$ cat config.mk
export PLATFORM = sky130hd
export DESIGN_NAME = incr_out_fifo
export DESIGN_NICKNAME = d
export VERILOG_FILES = /design/src/rtl/incr_out_fifo.sv
export SDC_FILE = /design/constraint.sdc
export NUM_CORES = 1
export LEC_CHECK = 0
export ABC_AREA = 1
export CAP_MARGIN = 10
export CORE_UTILIZATION = 45
export DETAILED_ROUTE_END_ITERATION = 10
export HOLD_SLACK_MARGIN = 0.06
export PLACE_DENSITY = 0.79
export SLEW_MARGIN = 30
export SYNTH_ARGS = -nofsm -noshare
export SYNTH_HDL_FRONTEND = slang
export SYNTH_SLANG_ARGS = --single-unit
$ cat constraint.sdc
create_clock -name clk -period 3.3 [get_ports clk]
set_clock_uncertainty 0.2 [all_clocks]
set_input_delay 0.33 -clock clk [delete_from_list [all_inputs] [get_ports clk]]
set_output_delay 0.33 -clock clk [all_outputs]
set_load 0.005 [all_outputs]
$ cat src/rtl/incr_out_fifo.sv
// Output buffer for the registered incrementer: small synchronous FIFO with a
// valid/ready consumer port and a sticky overflow flag for dropped inputs.
module incr_out_fifo #(
  parameter int WIDTH = 8,
  parameter int DEPTH = 4,
  parameter int CNT_W = $clog2(DEPTH) + 1
) (
  input  logic             clk,
  input  logic             rst,
  input  logic             in_val,
  input  logic [WIDTH-1:0] in,
  output logic             in_rdy,
  output logic             out_val,
  input  logic             out_rdy,
  output logic [WIDTH-1:0] out,
  output logic [CNT_W-1:0] count,
  output logic             full,
  output logic             empty,
  output logic             overflow
);
  localparam int PTR_W = $clog2(DEPTH);

  logic [WIDTH-1:0] mem [DEPTH];
  logic [PTR_W-1:0] wr_ptr, rd_ptr;
  logic [CNT_W-1:0] cnt;
  logic             ovf;
  logic             push, pop;

  assign full     = (cnt == CNT_W'(DEPTH));
  assign empty    = (cnt == '0);
  assign in_rdy   = !full;
  assign out_val  = !empty;
  assign count    = cnt;
  assign overflow = ovf;
  // Storage is never reset, so the head is gated to keep out at zero when empty.
  assign out      = empty ? '0 : mem[rd_ptr];

  assign pop  = out_val && out_rdy;
  assign push = in_val && (!full || pop);

  always_ff @(posedge clk) begin
    if (!rst && push) mem[wr_ptr] <= in;
  end

  always_ff @(posedge clk) begin
    if (rst) begin
      wr_ptr <= '0;
      rd_ptr <= '0;
      cnt    <= '0;
      ovf    <= 1'b0;
    end else begin
      if (push) wr_ptr <= wr_ptr + PTR_W'(1);
      if (pop)  rd_ptr <= rd_ptr + PTR_W'(1);
      case ({push, pop})
        2'b10:   cnt <= cnt + CNT_W'(1);
        2'b01:   cnt <= cnt - CNT_W'(1);
        default: cnt <= cnt;
      endcase
      if (in_val && !push) ovf <= 1'b1;
    end
  end
endmodule

==> results of run 1 <==
worst register-to-register path, cell delays in order (launching register included):
cell and delay [ns]:
sky130_fd_sc_hd__dfxtp_1 0.37, sky130_fd_sc_hd__nor2_4 0.18, sky130_fd_sc_hd__nand3_2 0.14, sky130_fd_sc_hd__nand2_1 0.10, sky130_fd_sc_hd__ha_1 0.17, sky130_fd_sc_hd__inv_1 0.07, sky130_fd_sc_hd__fa_1 0.37, sky130_fd_sc_hd__inv_1 0.06
sky130_fd_sc_hd__nand2_1 0.05, sky130_fd_sc_hd__nand3_1 0.08, sky130_fd_sc_hd__nand2_1 0.05, sky130_fd_sc_hd__nand2_1 0.05, sky130_fd_sc_hd__nor2_1 0.04
state kept, by name, summed over array words and instances, names as in the netlist, named ones only:
name and count:
count 3, mem 32, overflow 1, wr_ptr 2
rd_ptr 2
worst paths after layout:
kind	endpoint	slack, ns	cells after the start
max	out[1]	0.75	6
min	overflow$_SDFFE_PP0P_	0.26	2
max reg2reg	count[2]$_SDFFE_PP0P_	1.27	12
min reg2reg	overflow$_SDFFE_PP0P_	0.26	2
area by class of cell:
| type | count | area share [%] |
|---|---|---|
| timing repair buffer | 29 | 12.8 |
| tap | 48 | 2.69 |
| multi-input combinational | 105 | 24.9 |
| inverter | 23 | 3.87 |
| clock inverter | 3 | 0.728 |
| clock buffer | 5 | 3.08 |
| sequential | 42 | 52.0 |
cells in the final DEF (no fill, tap or decap), drive strengths merged:
cell,Yosys,routed
nor2,44,44
edfxtp,32,32
clkdlybuf4s50,0,27
inv,23,23
o21ai,18,18
nand2,15,15
a21oi,14,14
dfxtp,10,10
nand3,7,7
ha,5,5
clkbuf,0,5
buf,4,2
clkinv,0,2
nand4,1,1
fa,1,1
clkinvlp,0,1
cell families after synthesis:
family                   count (synthesis)
flip-flops                              42
AO/OA/AOI/OAI                           32
adder cells (fa/ha/maj)                  6
AND/OR/NAND/NOR                         67
buffers and inverters                   27
where the power goes:
group          total, uW  switching (uW)  internal, uW
clock network        316             172           145
registers            668            54.0           614
logic                548             270           278
per-stage QoR:
stage,std cells,power [uW]
2_1_floorplan,174,984
3_3_place_gp,247,1220
3_5_place_dp,247,1230
4_1_cts,255,1550
5_1_grt,255,1650
6_report,255,1530
routing by layer:
| metal | up-vias | global-route usage (%) | wire length, um |
|---|---|---|---|
| met5 | - | 0 | 0 |
| met4 | 0 | 7.18 | 55 |
| met3 | 7 | 4.14 | 157 |
| met2 | 38 | 30.0 | 1620 |
| met1 | 577 | 21.5 | 1430 |
| li1 | 641 | - | - |
==> metrics.txt, run 1 <==
# TYPE chip_impl_metric gauge
chip_impl_metric{name="synthesis.instances",unit=""} 174
chip_impl_info{name="cts_root_buf",value="sky130_fd_sc_hd__clkbuf_8"} 1
chip_impl_metric{name="diodes",unit=""} 0
chip_impl_metric{name="routed-via-count",unit=""} 1263
chip_impl_info{name="synth_top_flop_cell",value="sky130_fd_sc_hd__edfxtp_1"} 1
chip_impl_metric{name="final.setup.worst_slack",unit="ns"} 0.751
chip_impl_metric{name="clock_tree.htree_level_count",unit=""} 2
chip_impl_info{name="hold_class",value="register to register"} 1
chip_impl_metric{name="die_w",unit="um"} 66.2
chip_impl_metric{name="cellPowerDensity",unit="mW/mm2"} 686
chip_impl_info{name="synth_top_family_by_area",value="simple AND/OR/NAND/NOR gates"} 1
chip_impl_info{name="crit-reg2reg-launch",value="count[1]$_SDFFE_PP0P_"} 1
chip_impl_metric{name="drt_wl_total",unit="mm"} 3.26
chip_impl_metric{name="grtUsageTotal",unit="%"} 17.6
chip_impl_metric{name="fraction_of_registers_with_async_set_or_reset_after_synthesis",unit="%"} 0
chip_impl_metric{name="cts-buffers-inserted",unit=""} 5
chip_impl_metric{name="max-slew-margin-rel",unit="%"} 50.2
chip_impl_metric{name="synth.yosys.seq_area_share",unit="%"} 62.7
chip_impl_info{name="worstSetupStartpointType",value="register"} 1
chip_impl_metric{name="synth_adder_area_share",unit="%"} 4.46
chip_impl_metric{name="hold_viol_final",unit=""} 0
chip_impl_info{name="biggest_area_consumer_among_synthesized_cells",value="sky130_fd_sc_hd__edfxtp_1"} 1
chip_impl_metric{name="detailedRoute.firstPassIterationCount",unit=""} 4
chip_impl_metric{name="cts.path.max_buffers",unit=""} 2
chip_impl_metric{name="finalCritPeriodShare",unit="%"} 77.3
chip_impl_metric{name="drt_first_iter_violations",unit=""} 66
chip_impl_metric{name="pre_cts_ws",unit="ns"} 0.900
chip_impl_metric{name="synth_xor_xnor_area_share",unit="%"} 0
chip_impl_metric{name="post_cts_hold_buffer_count",unit=""} 0
chip_impl_metric{name="globalRouteOverflowTotal",unit=""} 0
chip_impl_metric{name="vias_per_cell",unit=""} 4.95
chip_impl_info{name="min_from",value="overflow$_SDFFE_PP0P_"} 1
chip_impl_metric{name="area.sequential",unit="mm2"} 0.00116
chip_impl_metric{name="total_leakage_power",unit="uW"} 0.000832
chip_impl_metric{name="dieArea",unit="mm2"} 0.00438
chip_impl_metric{name="post_drt_wl_per_cell",unit="um"} 12.8
chip_impl_metric{name="grt_pass1_wl",unit="mm"} 5.56
chip_impl_metric{name="synth_area",unit="mm2"} 0.00185
chip_impl_metric{name="ant_nets",unit=""} 0
chip_impl_metric{name="worst_ir_drop_vdd",unit="mV"} 0.396
chip_impl_metric{name="number_of_distinct_library_cell_variants_in_the_gate_level_netlist_after_synthesis",unit=""} 20
chip_impl_info{name="synth.area.top_cells",value="sky130_fd_sc_hd__edfxtp_1, sky130_fd_sc_hd__dfxtp_1, sky130_fd_sc_hd__nor2_1"} 1
chip_impl_metric{name="finalMaxSlewViolations",unit=""} 0
chip_impl_metric{name="yosys_warnings",unit=""} 0
chip_impl_metric{name="num_rows",unit=""} 22
chip_impl_metric{name="grt_pass1_vias",unit=""} 1198
chip_impl_metric{name="cp_data_arrival_time",unit="ns"} 2.02
chip_impl_info{name="crit_slowest_cell",value="sky130_fd_sc_hd__dfxtp_1"} 1
chip_impl_metric{name="finalNetCount",unit=""} 224
chip_impl_info{name="run_status",value="finished clean"} 1
chip_impl_info{name="cts_tree",value="done"} 1
chip_impl_info{name="path_delay_family",value="buffers and inverters"} 1
chip_impl_metric{name="grt_antenna_before_repair",unit=""} 0
chip_impl_metric{name="pin_count_of_the_biggest_net_entering_global_routing",unit=""} 17
chip_impl_metric{name="timing.final.crit_period",unit="ns"} 2.55
chip_impl_metric{name="cp_slowest_stage_delay",unit="ns"} 0.57
chip_impl_metric{name="top_level_ports",unit=""} 28
chip_impl_info{name="worst_path_most_repeated_cell",value="sky130_fd_sc_hd__nor2_1"} 1
chip_impl_metric{name="muxShareOfSynthArea",unit="%"} 0
chip_impl_metric{name="synth.ff_latch_count",unit=""} 42
chip_impl_metric{name="final_design_area_no_fill",unit="mm2"} 0.00223
chip_impl_metric{name="maxCapViolCount",unit=""} 0
chip_impl_metric{name="cts_sinks",unit=""} 42
chip_impl_metric{name="fp.dieH",unit="um"} 66.2
chip_impl_info{name="yosysMostFrequentCell",value="sky130_fd_sc_hd__edfxtp_1"} 1
chip_impl_metric{name="post_cts.repair.setup_buffers",unit=""} 0
chip_impl_info{name="grt_setup_unrepaired",value="false"} 1
chip_impl_metric{name="dp_hpwl",unit="mm"} 2.23
chip_impl_metric{name="edff_count_synth",unit=""} 32
chip_impl_metric{name="synth_compound_gate_area_share",unit="%"} 8.64
chip_impl_metric{name="synthesis.area_per_instance",unit="um2"} 10.6
chip_impl_metric{name="multiInputGateArea",unit="um2"} 556
chip_impl_metric{name="ctsResizeCount",unit=""} 0
chip_impl_info{name="cp_cell_sequence",value="buf_4, nor2_1, nor2_1, o21ai_0, a21oi_1, clkdlybuf4s50_1"} 1
chip_impl_metric{name="drc",unit=""} 0
chip_impl_metric{name="finalSetupViolations",unit=""} 0
chip_impl_metric{name="share_of_synthesized_cell_area_in_and_or_nand_and_nor_gates",unit="%"} 16.9
chip_impl_metric{name="critical_path.n_buffers_inverters",unit=""} 2
chip_impl_metric{name="gpl.final_weighted_congestion",unit=""} 0.896
chip_impl_metric{name="fmax",unit="MHz"} 392
chip_impl_info{name="end_kind",value="output pin"} 1
chip_impl_metric{name="synthesis.nets",unit=""} 192
chip_impl_metric{name="flow.area_growth_from_synthesis",unit="%"} 20.5
chip_impl_metric{name="worstSkewPairLatency",unit="ns"} 0.29
chip_impl_info{name="post_synth_most_frequent_cells",value="sky130_fd_sc_hd__edfxtp_1, sky130_fd_sc_hd__nor2_1, sky130_fd_sc_hd__inv_1, sky130_fd_sc_hd__a21oi_1"} 1
chip_impl_metric{name="hold-worst-slack",unit="ns"} 0.256
chip_impl_metric{name="core_area",unit="mm2"} 0.00380
chip_impl_metric{name="post_route_cells_drive_above_1_share",unit="%"} 15.5
chip_impl_metric{name="initial_utilization",unit="%"} 48.8
chip_impl_metric{name="dpl-instance-area",unit="mm2"} 0.00215
chip_impl_metric{name="crit_fanout",unit=""} 9
chip_impl_metric{name="clk_transition_reported_paths",unit="ns"} 0.08
chip_impl_metric{name="setup_tns",unit="ns"} 0
chip_impl_metric{name="data_required_time_of_the_worst_path",unit="ns"} 2.77
chip_impl_metric{name="fin_util",unit="%"} 58.8
chip_impl_metric{name="io_buffer_count",unit=""} 27
chip_impl_metric{name="tightest_slew",unit="ns"} 0.745
chip_impl_info{name="criticalPathCategory",value="register to output pin"} 1
chip_impl_metric{name="fill_cells",unit=""} 326
chip_impl_metric{name="synthDominantCellAreaShare",unit="%"} 51.9
Power figures use the tool's default switching activity.
==> run 2, diff against run 1 <==
--- a/config.mk
+++ b/config.mk
@@ -10,7 +10,7 @@
 export CORE_UTILIZATION = 45
 export DETAILED_ROUTE_END_ITERATION = 10
 export HOLD_SLACK_MARGIN = 0.06
-export PLACE_DENSITY = 0.79
+export PLACE_DENSITY = 0.82
 export SLEW_MARGIN = 30
 export SYNTH_ARGS = -nofsm -noshare
 export SYNTH_HDL_FRONTEND = slang
==> constraint.sdc (replaced) <==
create_clock -name clk -period 2.3 [get_ports clk]
set_clock_uncertainty 0.2 [all_clocks]
set_input_delay 0.23 -clock clk [delete_from_list [all_inputs] [get_ports clk]]
set_output_delay 0.23 -clock clk [all_outputs]
set_load 0.005 [all_outputs]
==> run 2 against run 1 <==
Compared with the run above:
- design area increased by 4.0%
- sequential cell count is the same
- hold slack better by 0.019 ns
- register-to-register slack got worse by 0.99 ns
- critical endpoint is now out[2]
- highest routed layer unchanged
==> metrics.txt, run 2 (synthesis gave the netlist of run 1 again) <==
# TYPE chip_impl_metric gauge
chip_impl_info{name="run_status",value="finished clean"} 1
chip_impl_metric{name="diodes",unit=""} 0
chip_impl_metric{name="die_w",unit="um"} 66.2
chip_impl_metric{name="top_level_ports",unit=""} 28
chip_impl_metric{name="cellPowerDensity",unit="mW/mm2"} 1010
chip_impl_metric{name="met2_usage",unit="%"} 27.0
chip_impl_metric{name="grt_antenna_before_repair",unit=""} 0
chip_impl_metric{name="dp_hpwl",unit="mm"} 2.13
chip_impl_metric{name="cts.path.max_buffers",unit=""} 2
chip_impl_metric{name="grt_pass1_vias",unit=""} 1141
chip_impl_metric{name="worst_ir_drop_vdd",unit="mV"} 0.777
chip_impl_metric{name="fmax",unit="MHz"} 459
chip_impl_metric{name="drt_first_iter_violations",unit=""} 25
chip_impl_metric{name="crit_fanout",unit=""} 9
chip_impl_metric{name="vias_per_cell",unit=""} 4.78
chip_impl_metric{name="grtUsageTotal",unit="%"} 16.2
chip_impl_metric{name="drt_wl_total",unit="mm"} 3.09
chip_impl_metric{name="finalSetupViolations",unit=""} 0
chip_impl_info{name="largest_register",value="mem"} 1
chip_impl_metric{name="post_cts_hold_buffer_count",unit=""} 0
chip_impl_metric{name="total_leakage_power",unit="uW"} 0.000886
chip_impl_metric{name="finalPower",unit="uW"} 2350
chip_impl_metric{name="detailedRoute.firstPassIterationCount",unit=""} 4
chip_impl_metric{name="dpl-instance-area",unit="mm2"} 0.00220
chip_impl_metric{name="worstSkewPairLatency",unit="ns"} 0.29
chip_impl_info{name="cts_root_buf",value="sky130_fd_sc_hd__clkbuf_8"} 1
chip_impl_metric{name="cp_data_arrival_time",unit="ns"} 1.75
chip_impl_metric{name="finalMaxSlewViolations",unit=""} 0
chip_impl_metric{name="setup_tns",unit="ns"} 0
chip_impl_info{name="hold_class",value="register to register"} 1
chip_impl_info{name="grt.busiest_layer",value="met2"} 1
chip_impl_metric{name="io_buffer_count",unit=""} 27
chip_impl_metric{name="multiInputGateArea",unit="um2"} 556
chip_impl_metric{name="finalCritPeriodShare",unit="%"} 94.7
chip_impl_metric{name="core_area",unit="mm2"} 0.00380
chip_impl_metric{name="cts-buffers-inserted",unit=""} 5
chip_impl_metric{name="routed-via-count",unit=""} 1252
chip_impl_metric{name="post_route_cells_drive_above_1_share",unit="%"} 18.2
chip_impl_metric{name="final_design_area_no_fill",unit="mm2"} 0.00232
chip_impl_info{name="cts_tree",value="done"} 1
chip_impl_metric{name="hold_viol_final",unit=""} 0
chip_impl_metric{name="gpl.final_weighted_congestion",unit=""} 0.742
chip_impl_metric{name="drc",unit=""} 0
chip_impl_metric{name="clock_tree.htree_level_count",unit=""} 2
chip_impl_metric{name="data_required_time_of_the_worst_path",unit="ns"} 1.87
chip_impl_metric{name="grt_pass1_wl",unit="mm"} 4.97
chip_impl_info{name="worstSetupStartpointType",value="register"} 1
chip_impl_metric{name="clk_transition_reported_paths",unit="ns"} 0.07
chip_impl_info{name="commonest_non_fill_non_tap_cell_in_the_layout",value="sky130_fd_sc_hd__edfxtp_1"} 1
chip_impl_metric{name="finalNetCount",unit=""} 231
chip_impl_metric{name="globalRouteMet3Util",unit="%"} 5.69
chip_impl_metric{name="grt_util_met1",unit="%"} 17.4
chip_impl_metric{name="cts_sinks",unit=""} 42
chip_impl_metric{name="tightest_slew",unit="ns"} 0.216
chip_impl_metric{name="hold-worst-slack",unit="ns"} 0.275
chip_impl_info{name="grt_setup_unrepaired",value="false"} 1
chip_impl_metric{name="maxCapViolCount",unit=""} 0
chip_impl_metric{name="fp.dieH",unit="um"} 66.2
chip_impl_metric{name="fill_cells",unit=""} 303
chip_impl_metric{name="timing.final.crit_period",unit="ns"} 2.18
chip_impl_metric{name="area.sequential",unit="mm2"} 0.00116
chip_impl_metric{name="flow.area_growth_from_synthesis",unit="%"} 25.4
chip_impl_metric{name="dieArea",unit="mm2"} 0.00438
chip_impl_metric{name="initial_utilization",unit="%"} 48.8
chip_impl_info{name="end_kind",value="output pin"} 1
chip_impl_metric{name="globalRouteOverflowTotal",unit=""} 0
chip_impl_metric{name="max-slew-margin-rel",unit="%"} 85.6
chip_impl_info{name="leading_cell_types_in_the_layout_fill_and_taps_excluded",value="sky130_fd_sc_hd__edfxtp_1, sky130_fd_sc_hd__nor2_1, sky130_fd_sc_hd__clkdlybuf4s50_1"} 1
chip_impl_metric{name="ant_nets",unit=""} 0
chip_impl_metric{name="num_rows",unit=""} 22
chip_impl_info{name="criticalPathCategory",value="register to output pin"} 1
chip_impl_metric{name="post_drt_wl_per_cell",unit="um"} 11.8
chip_impl_metric{name="flip_flop_count_of_the_largest_register_after_layout",unit=""} 32
chip_impl_metric{name="pin_count_of_the_biggest_net_entering_global_routing",unit=""} 17
==> run 2: path summary, 6_finish.rpt <==
| check | from | end | slack [ns] | cells after the start |
|---|---|---|---|---|
| worst min register to register | overflow$_SDFFE_PP0P_ | overflow$_SDFFE_PP0P_ | 0.28 | 2 |
| worst max register to register | count[2]$_SDFFE_PP0P_ | count[2]$_SDFFE_PP0P_ | 0.28 | 13 |
| worst max-delay path | count[2]$_SDFFE_PP0P_ | out[2] | 0.12 | 5 |
| worst min-delay path | overflow$_SDFFE_PP0P_ | overflow$_SDFFE_PP0P_ | 0.28 | 2 |
==> run 2: report_power, final <==
part	switching, uW	internal [uW]	leakage, uW	total [uW]
clock	226	353	0.0000585	579
combinational	415	423	0.000455	838
sequential	55.7	881	0.000373	937
==> run 2: worst max-delay path, stage by stage (launching register included) <==
cell and delay (ns):
sky130_fd_sc_hd__dfxtp_1 0.43, sky130_fd_sc_hd__inv_2 0.07, sky130_fd_sc_hd__nand2_2 0.13, sky130_fd_sc_hd__inv_2 0.12, sky130_fd_sc_hd__a21oi_1 0.17, sky130_fd_sc_hd__clkdlybuf4s50_1 0.52
==> run 2: cell type report <==
cell class,count,share of cell area [%]
clock buffers,7,3.72
clock inverters,1,1.29
inverters,23,3.82
multi-input cells,105,23.9
flip-flops and latches,42,50.0
well taps,48,2.58
repair buffers,36,14.7
==> run 2: metal layers <==
metal / wire [um] / vias to the layer above / share of wire, %
li1: - / 648 / -
met1: 1310 / 563 / 43
met2: 1500 / 31 / 49
met3: 178 / 10 / 5.8
met4: 93 / 0 / 3.0
met5: 0 / - / 0
==> run 2: timing repair <==
action / CTS / global route
endpoints found under the hold margin: 0 / 0
resized for setup: 0 / 3
endpoints found under the setup margin: 0 / 5
setup buffers: 0 / 0
==> run 2: through the flow <==
| step | util (%) | worst slack, ns | cells |
|---|---|---|---|
| 2_1_floorplan | - | 0.430 | 174 |
| 3_3_place_gp | 57.9 | 0.141 | 254 |
| 3_5_place_dp | 57.9 | 0.0789 | 254 |
| 4_1_cts | 61.0 | 0.0441 | 262 |
| 5_1_grt | 61.2 | 0.0165 | 262 |
| 6_report | 61.2 | 0.123 | 262 |
==> run 3, diff against run 2 <==
--- a/config.mk
+++ b/config.mk
@@ -8,9 +8,11 @@
 export ABC_AREA = 1
 export CAP_MARGIN = 10
 export CORE_UTILIZATION = 45
+export CTS_BUF_LIST = sky130_fd_sc_hd__clkbuf_4 sky130_fd_sc_hd__clkbuf_8
 export DETAILED_ROUTE_END_ITERATION = 10
 export HOLD_SLACK_MARGIN = 0.06
 export PLACE_DENSITY = 0.82
+export SETUP_SLACK_MARGIN = 0.5
 export SLEW_MARGIN = 30
 export SYNTH_ARGS = -nofsm -noshare
 export SYNTH_HDL_FRONTEND = slang
==> run 3 against run 2 <==
Compared with the run above:
- via count increased by 13%
- sequential share of layout area decreased by 4.2 points
- wire length increased by 30%
- critical path depth increased by 8
- total power increased by 16%
- cell count increased by 7.6%
- die area unchanged
- global-route usage increased by 2.7 points
- largest cell class unchanged
- largest power group is now combinational cells
- register-to-register slack improved by 0.07 ns
==> metrics.txt, run 3 (synthesis gave the netlist of run 1 again) <==
# TYPE chip_impl_metric gauge
chip_impl_info{name="run_status",value="finished clean"} 1
chip_impl_metric{name="clock_tree.htree_level_count",unit=""} 2
chip_impl_metric{name="post_cts_hold_buffer_count",unit=""} 0
chip_impl_metric{name="drc",unit=""} 0
chip_impl_metric{name="maxCapViolCount",unit=""} 0
chip_impl_metric{name="finalNetCount",unit=""} 251
chip_impl_info{name="cts_root_buf",value="sky130_fd_sc_hd__clkbuf_8"} 1
chip_impl_metric{name="finalMaxSlewViolations",unit=""} 0
chip_impl_metric{name="top_level_ports",unit=""} 28
chip_impl_metric{name="wl_met1",unit="mm"} 1.49
chip_impl_metric{name="fp.dieH",unit="um"} 66.2
chip_impl_metric{name="finalSetupViolations",unit=""} 0
chip_impl_metric{name="initial_utilization",unit="%"} 48.8
chip_impl_metric{name="grt_pass1_vias",unit=""} 1337
chip_impl_metric{name="finalCritPeriodShare",unit="%"} 84.9
chip_impl_metric{name="data_required_time_of_the_worst_path",unit="ns"} 2.29
chip_impl_metric{name="max-slew-margin-rel",unit="%"} 83.6
chip_impl_metric{name="crit_fanout",unit=""} 4
chip_impl_metric{name="cellPowerDensity",unit="mW/mm2"} 1070
chip_impl_metric{name="die_w",unit="um"} 66.2
chip_impl_metric{name="dpl-instance-area",unit="mm2"} 0.00220
chip_impl_metric{name="cp_slowest_stage_delay",unit="ns"} 0.36
chip_impl_metric{name="dieArea",unit="mm2"} 0.00438
chip_impl_metric{name="tightest_slew",unit="ns"} 0.243
chip_impl_metric{name="fmax",unit="MHz"} 512
chip_impl_metric{name="drt_wl_total",unit="mm"} 4.01
chip_impl_metric{name="worst_ir_drop_vdd",unit="mV"} 0.683
chip_impl_metric{name="cts_sinks",unit=""} 42
chip_impl_info{name="hold_class",value="input port to register"} 1
chip_impl_metric{name="timing.final.crit_period",unit="ns"} 1.95
chip_impl_metric{name="cts.path.max_buffers",unit=""} 2
chip_impl_info{name="commonest_non_fill_non_tap_cell_in_the_layout",value="sky130_fd_sc_hd__edfxtp_1"} 1
chip_impl_metric{name="grt_antenna_before_repair",unit=""} 0
chip_impl_info{name="leading_cell_types_in_the_layout_fill_and_taps_excluded",value="sky130_fd_sc_hd__edfxtp_1, sky130_fd_sc_hd__nor2_1, sky130_fd_sc_hd__buf_4"} 1
chip_impl_metric{name="vias_per_cell",unit=""} 5.01
chip_impl_metric{name="routed-via-count",unit=""} 1413
chip_impl_metric{name="pin_count_of_the_biggest_net_entering_global_routing",unit=""} 17
chip_impl_metric{name="dp_hpwl",unit="mm"} 2.22
chip_impl_metric{name="setup_tns",unit="ns"} 0
chip_impl_info{name="path_delay_family",value="simple AND/OR/NAND/NOR gates"} 1
chip_impl_metric{name="worstSkewPairLatency",unit="ns"} 0.29
chip_impl_metric{name="grtUsageTotal",unit="%"} 18.9
chip_impl_metric{name="globalRouteOverflowTotal",unit=""} 0
chip_impl_metric{name="hold_viol_final",unit=""} 0
chip_impl_metric{name="cts-buffers-inserted",unit=""} 5
chip_impl_metric{name="critical_path.n_buffers_inverters",unit=""} 3
chip_impl_metric{name="num_rows",unit=""} 22
chip_impl_metric{name="fin_util",unit="%"} 67.6
chip_impl_metric{name="flow.area_growth_from_synthesis",unit="%"} 38.5
chip_impl_metric{name="post_route_cells_drive_above_1_share",unit="%"} 35.0
chip_impl_metric{name="grt_pass1_wl",unit="mm"} 5.92
chip_impl_info{name="criticalPathCategory",value="register to register"} 1
chip_impl_metric{name="gpl.final_weighted_congestion",unit=""} 0.768
chip_impl_info{name="grt_setup_unrepaired",value="true"} 1
chip_impl_info{name="cts_tree",value="done"} 1
chip_impl_metric{name="diodes",unit=""} 0
chip_impl_metric{name="total_leakage_power",unit="uW"} 0.00104
chip_impl_metric{name="flip_flop_count_of_the_largest_register_after_layout",unit=""} 32
chip_impl_metric{name="core_area",unit="mm2"} 0.00380
chip_impl_metric{name="post_drt_wl_per_cell",unit="um"} 14.2
chip_impl_metric{name="dr_wl_met3",unit="um"} 164
chip_impl_metric{name="route.met2.wl",unit="mm"} 2.30
chip_impl_metric{name="drt_first_iter_violations",unit=""} 42
chip_impl_info{name="worstSetupStartpointType",value="register"} 1
chip_impl_metric{name="detailedRoute.firstPassIterationCount",unit=""} 5
chip_impl_metric{name="cp_data_arrival_time",unit="ns"} 1.94
chip_impl_metric{name="io_buffer_count",unit=""} 27
chip_impl_metric{name="ant_nets",unit=""} 0
chip_impl_metric{name="final_design_area_no_fill",unit="mm2"} 0.00257
chip_impl_info{name="cp_cell_sequence",value="nor2_4, buf_6, nand3_4, nand2_4, ha_4, inv_2, fa_2, inv_2, nand2_2, nand3_2, nand2_1, nand2_1, nor2_1"} 1
chip_impl_info{name="end_kind",value="register"} 1
chip_impl_metric{name="clk_transition_reported_paths",unit="ns"} 0.08
chip_impl_info{name="crit_slowest_cell",value="sky130_fd_sc_hd__dfxtp_4"} 1
chip_impl_info{name="largest_register",value="mem"} 1
chip_impl_info{name="highest-signal-layer",value="met4"} 1
-- run 3: where the power goes --
group          internal (uW)  switching (uW)  leakage, uW
sequential               893            51.8     0.000375
clock                    435             243    0.0000683
combinational            563             555     0.000598
-- run 3: routing by layer --
metal | global-route usage [%] | vias to the layer above
li1 | - | 692
met1 | 20.9 | 674
met2 | 33.4 | 41
met3 | 3.45 | 6
met4 | 11.2 | 0
met5 | 0 | -
-- run 3: worst register-to-register path, cell delays in order, from the launching register on --
cell,delay (ns)
sky130_fd_sc_hd__dfxtp_4,0.36
sky130_fd_sc_hd__nor2_4,0.17
sky130_fd_sc_hd__buf_6,0.13
sky130_fd_sc_hd__nand3_4,0.07
sky130_fd_sc_hd__nand2_4,0.08
sky130_fd_sc_hd__ha_4,0.14
sky130_fd_sc_hd__inv_2,0.04
sky130_fd_sc_hd__fa_2,0.35
sky130_fd_sc_hd__inv_2,0.07
sky130_fd_sc_hd__nand2_2,0.05
sky130_fd_sc_hd__nand3_2,0.06
sky130_fd_sc_hd__nand2_1,0.05
sky130_fd_sc_hd__nand2_1,0.05
sky130_fd_sc_hd__nor2_1,0.03
-- run 3: final cells by class --
cell class	count	area [um2]
fill	261	1230
sequential	42	1170
multi-input combinational	105	616
timing repair buffer	56	483
inverter	23	96.3
clock buffer	5	68.8
clock inverter	3	68.8
tap	48	60.1
-- run 3: through the flow --
stage | std cells | setup WS [ns] | power, uW | hold slack [ns]
2_1_floorplan | 174 | 0.492 | 1420 | 0.0991
3_3_place_gp | 253 | 0.121 | 1770 | 0.238
3_5_place_dp | 253 | 0.0716 | 1790 | 0.252
4_1_cts | 275 | 0.365 | 2630 | 0.245
5_1_grt | 282 | 0.231 | 2890 | 0.291
6_report | 282 | 0.348 | 2740 | 0.261
-- run 3: final timing paths --
check | startpoint | depth (start not counted) | slack [ns] | to
setup reg to reg | count[1]$_SDFFE_PP0P_ | 13 | 0.35 | count[2]$_SDFFE_PP0P_
hold reg to reg | overflow$_SDFFE_PP0P_ | 2 | 0.27 | overflow$_SDFFE_PP0P_
hold / removal | out_rdy | 3 | 0.26 | rd_ptr[1]$_SDFFE_PP0P_
setup / recovery | count[1]$_SDFFE_PP0P_ | 13 | 0.35 | count[2]$_SDFFE_PP0P_
-- run 3: repair_timing --
item / CTS / global route
gates resized for setup: 39 / 24
setup endpoints to repair: 13 / 13
pin swaps: 8 / 8
buffers inserted: 14 / 7
